`config.mk`:
```
export PLATFORM = sky130hd
export DESIGN_NAME = fetch_queue
export DESIGN_NICKNAME = d
export VERILOG_FILES = /design/src/rtl/fetch_pkg.sv /design/src/rtl/fetch_queue.sv
export SDC_FILE = /design/constraint.sdc
export NUM_CORES = 1
export LEC_CHECK = 0
export CAP_MARGIN = 10
export CORE_ASPECT_RATIO = 0.6
export CORE_MARGIN = 2
export CORE_UTILIZATION = 59
export DETAILED_ROUTE_END_ITERATION = 10
export PLACE_DENSITY = 0.91
export SKIP_CTS_REPAIR_TIMING = 1
export SYNTH_ARGS = -nofsm -noshare
export SYNTH_HDL_FRONTEND = slang
export SYNTH_SLANG_ARGS = --single-unit
```
`constraint.sdc`:
```
create_clock -name clk -period 5.7 [get_ports clk]
set_clock_uncertainty 0.1 [all_clocks]
set_input_delay 1.71 -clock clk [delete_from_list [all_inputs] [get_ports clk]]
set_output_delay 1.71 -clock clk [all_outputs]
set_load 0.05 [all_outputs]
```
`src/rtl/fetch_pkg.sv`:
```
// fetch_pkg: shared constants, entry type and width helpers for the fetch queue
package fetch_pkg;
    localparam int XLEN = 32;
    localparam logic [31:0] NOP_INSTR = 32'h00000013;
    localparam int DEPTH_MIN = 2;
    localparam int DEPTH_MAX = 16;
    typedef struct packed {
        logic [XLEN-1:0] pc;
        logic [31:0]     instr;
        logic [XLEN-1:0] pcplus4;
    } fetch_entry_t;
    function automatic int ptr_w(input int depth);
        return (depth < 2) ? 1 : $clog2(depth);
    endfunction
    function automatic int cnt_w(input int depth);
        return $clog2(depth + 1);
    endfunction
endpackage

```
`src/rtl/fetch_queue.sv`:
```
// fetch_queue: DEPTH-entry IF/ID buffer with valid/ready on both sides, flush and NOP-when-empty.
// Ports: clk, rst (async active-low), flush; enq_valid/enq_ready with pc_in, instr_in, pcplus4_in;
// deq_valid/deq_ready with pc_out, instr_out, pcplus4_out; count = occupancy.
// Optional macro FETCH_QUEUE_BYPASS_EN: an empty queue forwards the incoming entry combinationally.
module fetch_queue
    import fetch_pkg::*;
#(
    parameter int XLEN  = 32,
    parameter int DEPTH = 4
) (
    input  logic                       clk,
    input  logic                       rst,
    input  logic                       flush,
    input  logic                       enq_valid,
    output logic                       enq_ready,
    input  logic [XLEN-1:0]            pc_in,
    input  logic [31:0]                instr_in,
    input  logic [XLEN-1:0]            pcplus4_in,
    output logic                       deq_valid,
    input  logic                       deq_ready,
    output logic [XLEN-1:0]            pc_out,
    output logic [31:0]                instr_out,
    output logic [XLEN-1:0]            pcplus4_out,
    output logic [$clog2(DEPTH+1)-1:0] count
);
    localparam int PW = ptr_w(DEPTH);
    localparam int CW = cnt_w(DEPTH);
    fetch_entry_t mem [DEPTH];
    fetch_entry_t in_entry, head;
    logic [PW-1:0] wr_ptr, rd_ptr;
    logic [CW-1:0] cnt;
    logic bypass, through, wr, rd;
    assign in_entry = '{pc: pc_in, instr: instr_in, pcplus4: pcplus4_in};
`ifdef FETCH_QUEUE_BYPASS_EN
    assign bypass = (cnt == '0) && enq_valid && !flush;
`else
    assign bypass = 1'b0;
`endif
    // enq_ready deliberately ignores deq_ready so PCWrite has no path from decode
    assign enq_ready = (cnt != CW'(DEPTH)) && !flush;
    assign deq_valid = (cnt != '0) || bypass;
    // a bypassed entry consumed in the same cycle never touches storage
    assign through = bypass && deq_ready;
    assign wr = enq_valid && enq_ready && !through;
    assign rd = (cnt != '0) && deq_ready && !flush;
    assign count = cnt;
    always_comb
        head = bypass ? in_entry : (cnt != '0) ? mem[rd_ptr] : '{pc: '0, instr: NOP_INSTR, pcplus4: '0};
    assign pc_out = head.pc;
    assign instr_out = head.instr;
    assign pcplus4_out = head.pcplus4;
    function automatic logic [PW-1:0] nxt(input logic [PW-1:0] p);
        return (p == PW'(DEPTH - 1)) ? '0 : p + PW'(1);
    endfunction
    always_ff @(posedge clk or negedge rst)
        if (!rst) begin
            wr_ptr <= '0;
            rd_ptr <= '0;
            cnt <= '0;
        end else if (flush) begin
            wr_ptr <= '0;
            rd_ptr <= '0;
            cnt <= '0;
        end else begin
            if (wr) wr_ptr <= nxt(wr_ptr);
            if (rd) rd_ptr <= nxt(rd_ptr);
            cnt <= (wr && !rd) ? cnt + CW'(1) : (rd && !wr) ? cnt - CW'(1) : cnt;
        end
    always_ff @(posedge clk)
        if (wr) mem[wr_ptr] <= in_entry;
endmodule

```
# Word level (Yosys, flattened, before mapping)
# Memory sizes are Yosys's and may differ from the RTL's.
# Index checks and enable logic that the tools add are counted.
# totals
register_bits,7
mem_bits_rw,384
out_inout_bits,101
wordCells,36
mem_count,1
# mem_list
name,depth,word_bits,read_ports,rd_ports_with_merged_regs,wr,line_no,text
mem,4,96,1,0,1,fetch_queue.sv:28,fetch_entry_t mem [DEPTH];
# op_classes
add_sub_neg,4
eq_ne,3
muxes,12
reduce_logical,13
# ops
operator,n
96-bit two-way mux,1
2-bit two-way mux,6
3-bit two-way mux,3
1-bit logical AND,6
3-bit nonzero test,2
2-bit by 1-bit adder with 2-bit output (second input constant),2
2-bit == test (second input constant),2
2-bit nonzero test,2
3-bit by 1-bit adder with 3-bit output (second input constant),1
1-bit logical NOT,3
3-bit inequality test (second input constant),1
3-bit by 1-bit subtractor with 3-bit output (second input constant),1
1-bit two-way mux,2

# Depth between registers and ports, before layout
# logic_depth
depth_word,8
depth_mapped,10
ltp_nobuf,9

# Worst setup path after synthesis
# No wires, ideal clock.
# synth_path
path_type,input to register
from,input port flush
to,"memory mem[1][0] (netlist bit), enable pin"
setup_time_ns,0.466
arrival_ns,4.589
required_ns,5.134
setup_slack_ns,0.546
cell_stages,4
path_buffers,1
cell_sequence,clkbuf_1 > nand2b_1 > a21oi_2 > and2_1
# synth_between
elab_chain_len,5
# synth_lines
item,line_no,text
"start, declared",fetch_queue.sv:13,"input logic flush,"
1-bit logical NOT,fetch_queue.sv:40,assign enq_ready = (cnt != CW'(DEPTH)) && !flush;
1-bit logical AND,fetch_queue.sv:40,
1-bit logical AND,fetch_queue.sv:44,assign wr = enq_valid && enq_ready && !through;
1-bit two-way mux,fetch_queue.sv:70,if (wr) mem[wr_ptr] <= in_entry;
1-bit two-way mux (not written as such),fetch_queue.sv:70,
"end, declared",fetch_queue.sv:28,
# No other way between the ends.

# Final worst setup path
# layout_path
from,register cnt[1] (netlist: count[1])
to,output port instr_out[11]
# layout_between
elab_chain_len,2
# layout_lines
item,line_no,text
"start, declared",fetch_queue.sv:31,logic [CW-1:0] cnt;
"start signal, assigned",fetch_queue.sv:67,cnt <= (wr && !rd) ? cnt + CW'(1) : (rd && !wr) ? cnt - CW'(1) : cnt;
3-bit nonzero test,fetch_queue.sv:48,"head = bypass ? in_entry : (cnt != '0) ? mem[rd_ptr] : '{pc: '0, instr: NOP_INSTR, pcplus4: '0};"
96-bit two-way mux,fetch_queue.sv:48,
"end, declared",fetch_queue.sv:22,"output logic [31:0] instr_out,"
# No other way between the ends.

==> run metrics <==
library cells used by synthesis 33; Yosys warnings 0; Starting DRT DRC Count 653; fin crit period 5330 ps; Detail Placement HPWL 18000 µm; cell taking the most area after synthesis edfxtp_1; Final Max Tran Viols 0; CP arrival 3520 ps; Synth Register Bits 391; DRC Markers 0; I/O Buffers 201; WP buf/inv 3; vias 7190; most common cell after layout, fill and taps aside edfxtp_1; Final Cell Area 18400 µm²; die width 210 µm; vias in the first global route 7598; first-pass GRT wire length 44700 µm; Finish-stage setup viols 0; net count after synthesis 777; Antenna Violating Nets Remaining 0; nature of the critical path endpoint output pin; RSZ-0062 raised after global routing no; max_slew headroom 46.0%; largest net degree at the start of global routing 56; worst stage delay on the critical path 710 ps; Leak 0.00583 µW; worst-case clock buffer depth 3; most frequent cells in the layout edfxtp_1 (384), clkdlybuf4s50_1 (201), mux4_2 (96); HP Class flop to flop; Synth Area in Simple Gates 4.84%; fmax 188 MHz; final wirelength 29500 µm; Worst-Skew Late Latency 510 ps; GR Util All Layers 22.6%; Setup TNS 0 ps; Worst IR Drop VDD 0.387 mV; Adder-Cell Fraction of Synth Area 0.550%; largest family of logic cells by synthesized area multiplexers; Clock power frac 27.2%; final-stage net count 993; Pre-antenna DRT Iters 5; CP Class flop to output pin; critical path's slowest cell clkdlybuf4s50_1; # H-tree levels 2; I/O pins 202; CTS sink cnt 391; Post-Synth XOR/XNOR Area 0.117%; worst path cell trace nor3_1 > clkinv_2 > buf_4 > and2_1 > clkdlybuf4s50_1; WP data required 3890 ps; post-synthesis sequential area ratio 78.0%; Worst-Margin Slew 811 ps; post-synthesis mux area share 14.6%; worst slack at placement 819 ps; TritonCTS clock tree built; net switching fraction of the power 32.1%; CP max FO 49; clock-pin slew on the worst setup and hold paths 60 ps; vias per cell 5.79; Sequential Power Share 42.8%; Synth Area per Inst 22.4 µm²; drt wl/cell 23.8 µm; Synth Area in Compound Gates 0.475%; TritonCTS buffer count 35; layout cells sized above 1 18.2%; post-synth top area share 76.8%; Layout area overhead 22.9%; core area 25100 µm²; FP Rows 45; placed cell areas 17400 µm²; Syn Inst Count 670; Power Density 421 nW/µm²; Power Internal 5270 µW; CP Launch Type flop; Congestion Overflow GR 0; NetSw 2490 µW; Logic pwr share 30.0%; Die ar. 26800 µm²; initial antenna violation count 0; Initial Util 59.8%; endpoints failing hold 0; routability cong. 0.779; status complete, no violations; Max Cap Violations 0; post-route worst setup slack 371 ps; final hold slack 521 ps; area of the mapped netlist 15000 µm²; Area contributors post-synth edfxtp_1 (77%), mux4_2 (14%), and2_1 (4.1%), dfrtp_1 (1.2%), buf_2 (0.43%); clk root buf clkbuf_16; CP top delay family buffers and inverters; fin crit share 93.5%; Die Y 128 µm
-- worst reg2reg max path, delay by kind of cell, from the launching register on --
kind,cells,cell delay (ps)
AOI/OAI and AO/OA,1,280
adders and majority gates,1,270
buffers and inverters,2,1170
DFF,1,450
and+or+nand+nor,4,1040
-- Yosys cell counts --
master       n
clkbuf_1    17
and3b_1      1
inv_1        5
edfxtp_1   384
o311a_1      1
or2_1        3
nor2_1       5
ha_1         5
buf_8        2
or3_1        1
nand3b_1     1
xor2_1       1
xnor2_1      1
dfrtp_1      7
nor3_1       1
mux2i_1      3
a31oi_1      1
o21ai_0      2
o31ai_1      1
buf_2       13
fa_1         1
mux4_2      96
nand2b_1     1
nand3_1      2
a21oi_1      4
buf_6        2
a21oi_2      1
nand2_1      6
buf_4        1
o2111ai_1    1
and2_1      98
nor4b_1      1
clkbuf_2     1
-- routing by layer --
layer	global-route usage [%]	share of wire, %
met5	0	0
met4	5.26	1.8
met3	6.81	8.4
met2	36.2	48
met1	31.4	41
-- layout make-up --
cell class,instances,area [µm²]
multi-input combinational,238,3100
timing repair buffer,215,2190
inverter,5,20.0
tap,329,412
fill,1411,6660
clock buffer,45,913
sequential,391,11700
clock inverter,17,93.8
antenna,2,5.00
-- registers in the layout, indices dropped and copies added (netlist names) --
register / flops
rd_ptr: 2
count: 3
mem: 384
wr_ptr: 2
-- through the flow --
stage	instances	total power, µW	utilization [%]
2_1_floorplan	670	4950	-
3_3_place_gp	1178	5670	69.4
3_5_place_dp	1178	5710	69.4
4_1_cts	1240	7830	73.4
5_1_grt	1240	8030	73.4
6_report	1242	7760	73.5
-- logic make-up (layout without fill, tap and decap cells) --
kind of cell	count (synthesis)	in the layout
XOR/XNOR	2	2
flip-flops	391	391
other	0	2
AO/OA/AOI/OAI	11	11
multiplexers	99	99
adder cells (fa/ha/maj)	6	6
AND/OR/NAND/NOR	120	120
buffers and inverters	41	282
-- power groups by stage --
| stage | Sequential (µW) | Clock [µW] | Combinational (µW) |
|---|---|---|---|
| after floorplan | 3370 | 0 | 1580 |
| after global placement | 3370 | 0 | 2300 |
| after detailed placement | 3380 | 0 | 2330 |
| after CTS | 3320 | 2160 | 2350 |
| after global routing | 3330 | 2260 | 2430 |
| final | 3320 | 2110 | 2330 |
-- path summary, 6_finish.rpt --
kind                       startpoint  slack, ps  cells past startpoint             to
max                          count[1]        370                      5  instr_out[11]
min                         wr_ptr[1]        520                      2      wr_ptr[1]
max reg2reg                  count[1]       2270                      8       count[2]
min reg2reg                 wr_ptr[1]        520                      2      wr_ptr[1]
max in group asynchronous         rst       3810                      1      rd_ptr[1]
min in group asynchronous         rst       1380                      1      rd_ptr[0]
(Power assumes the default switching activity.)
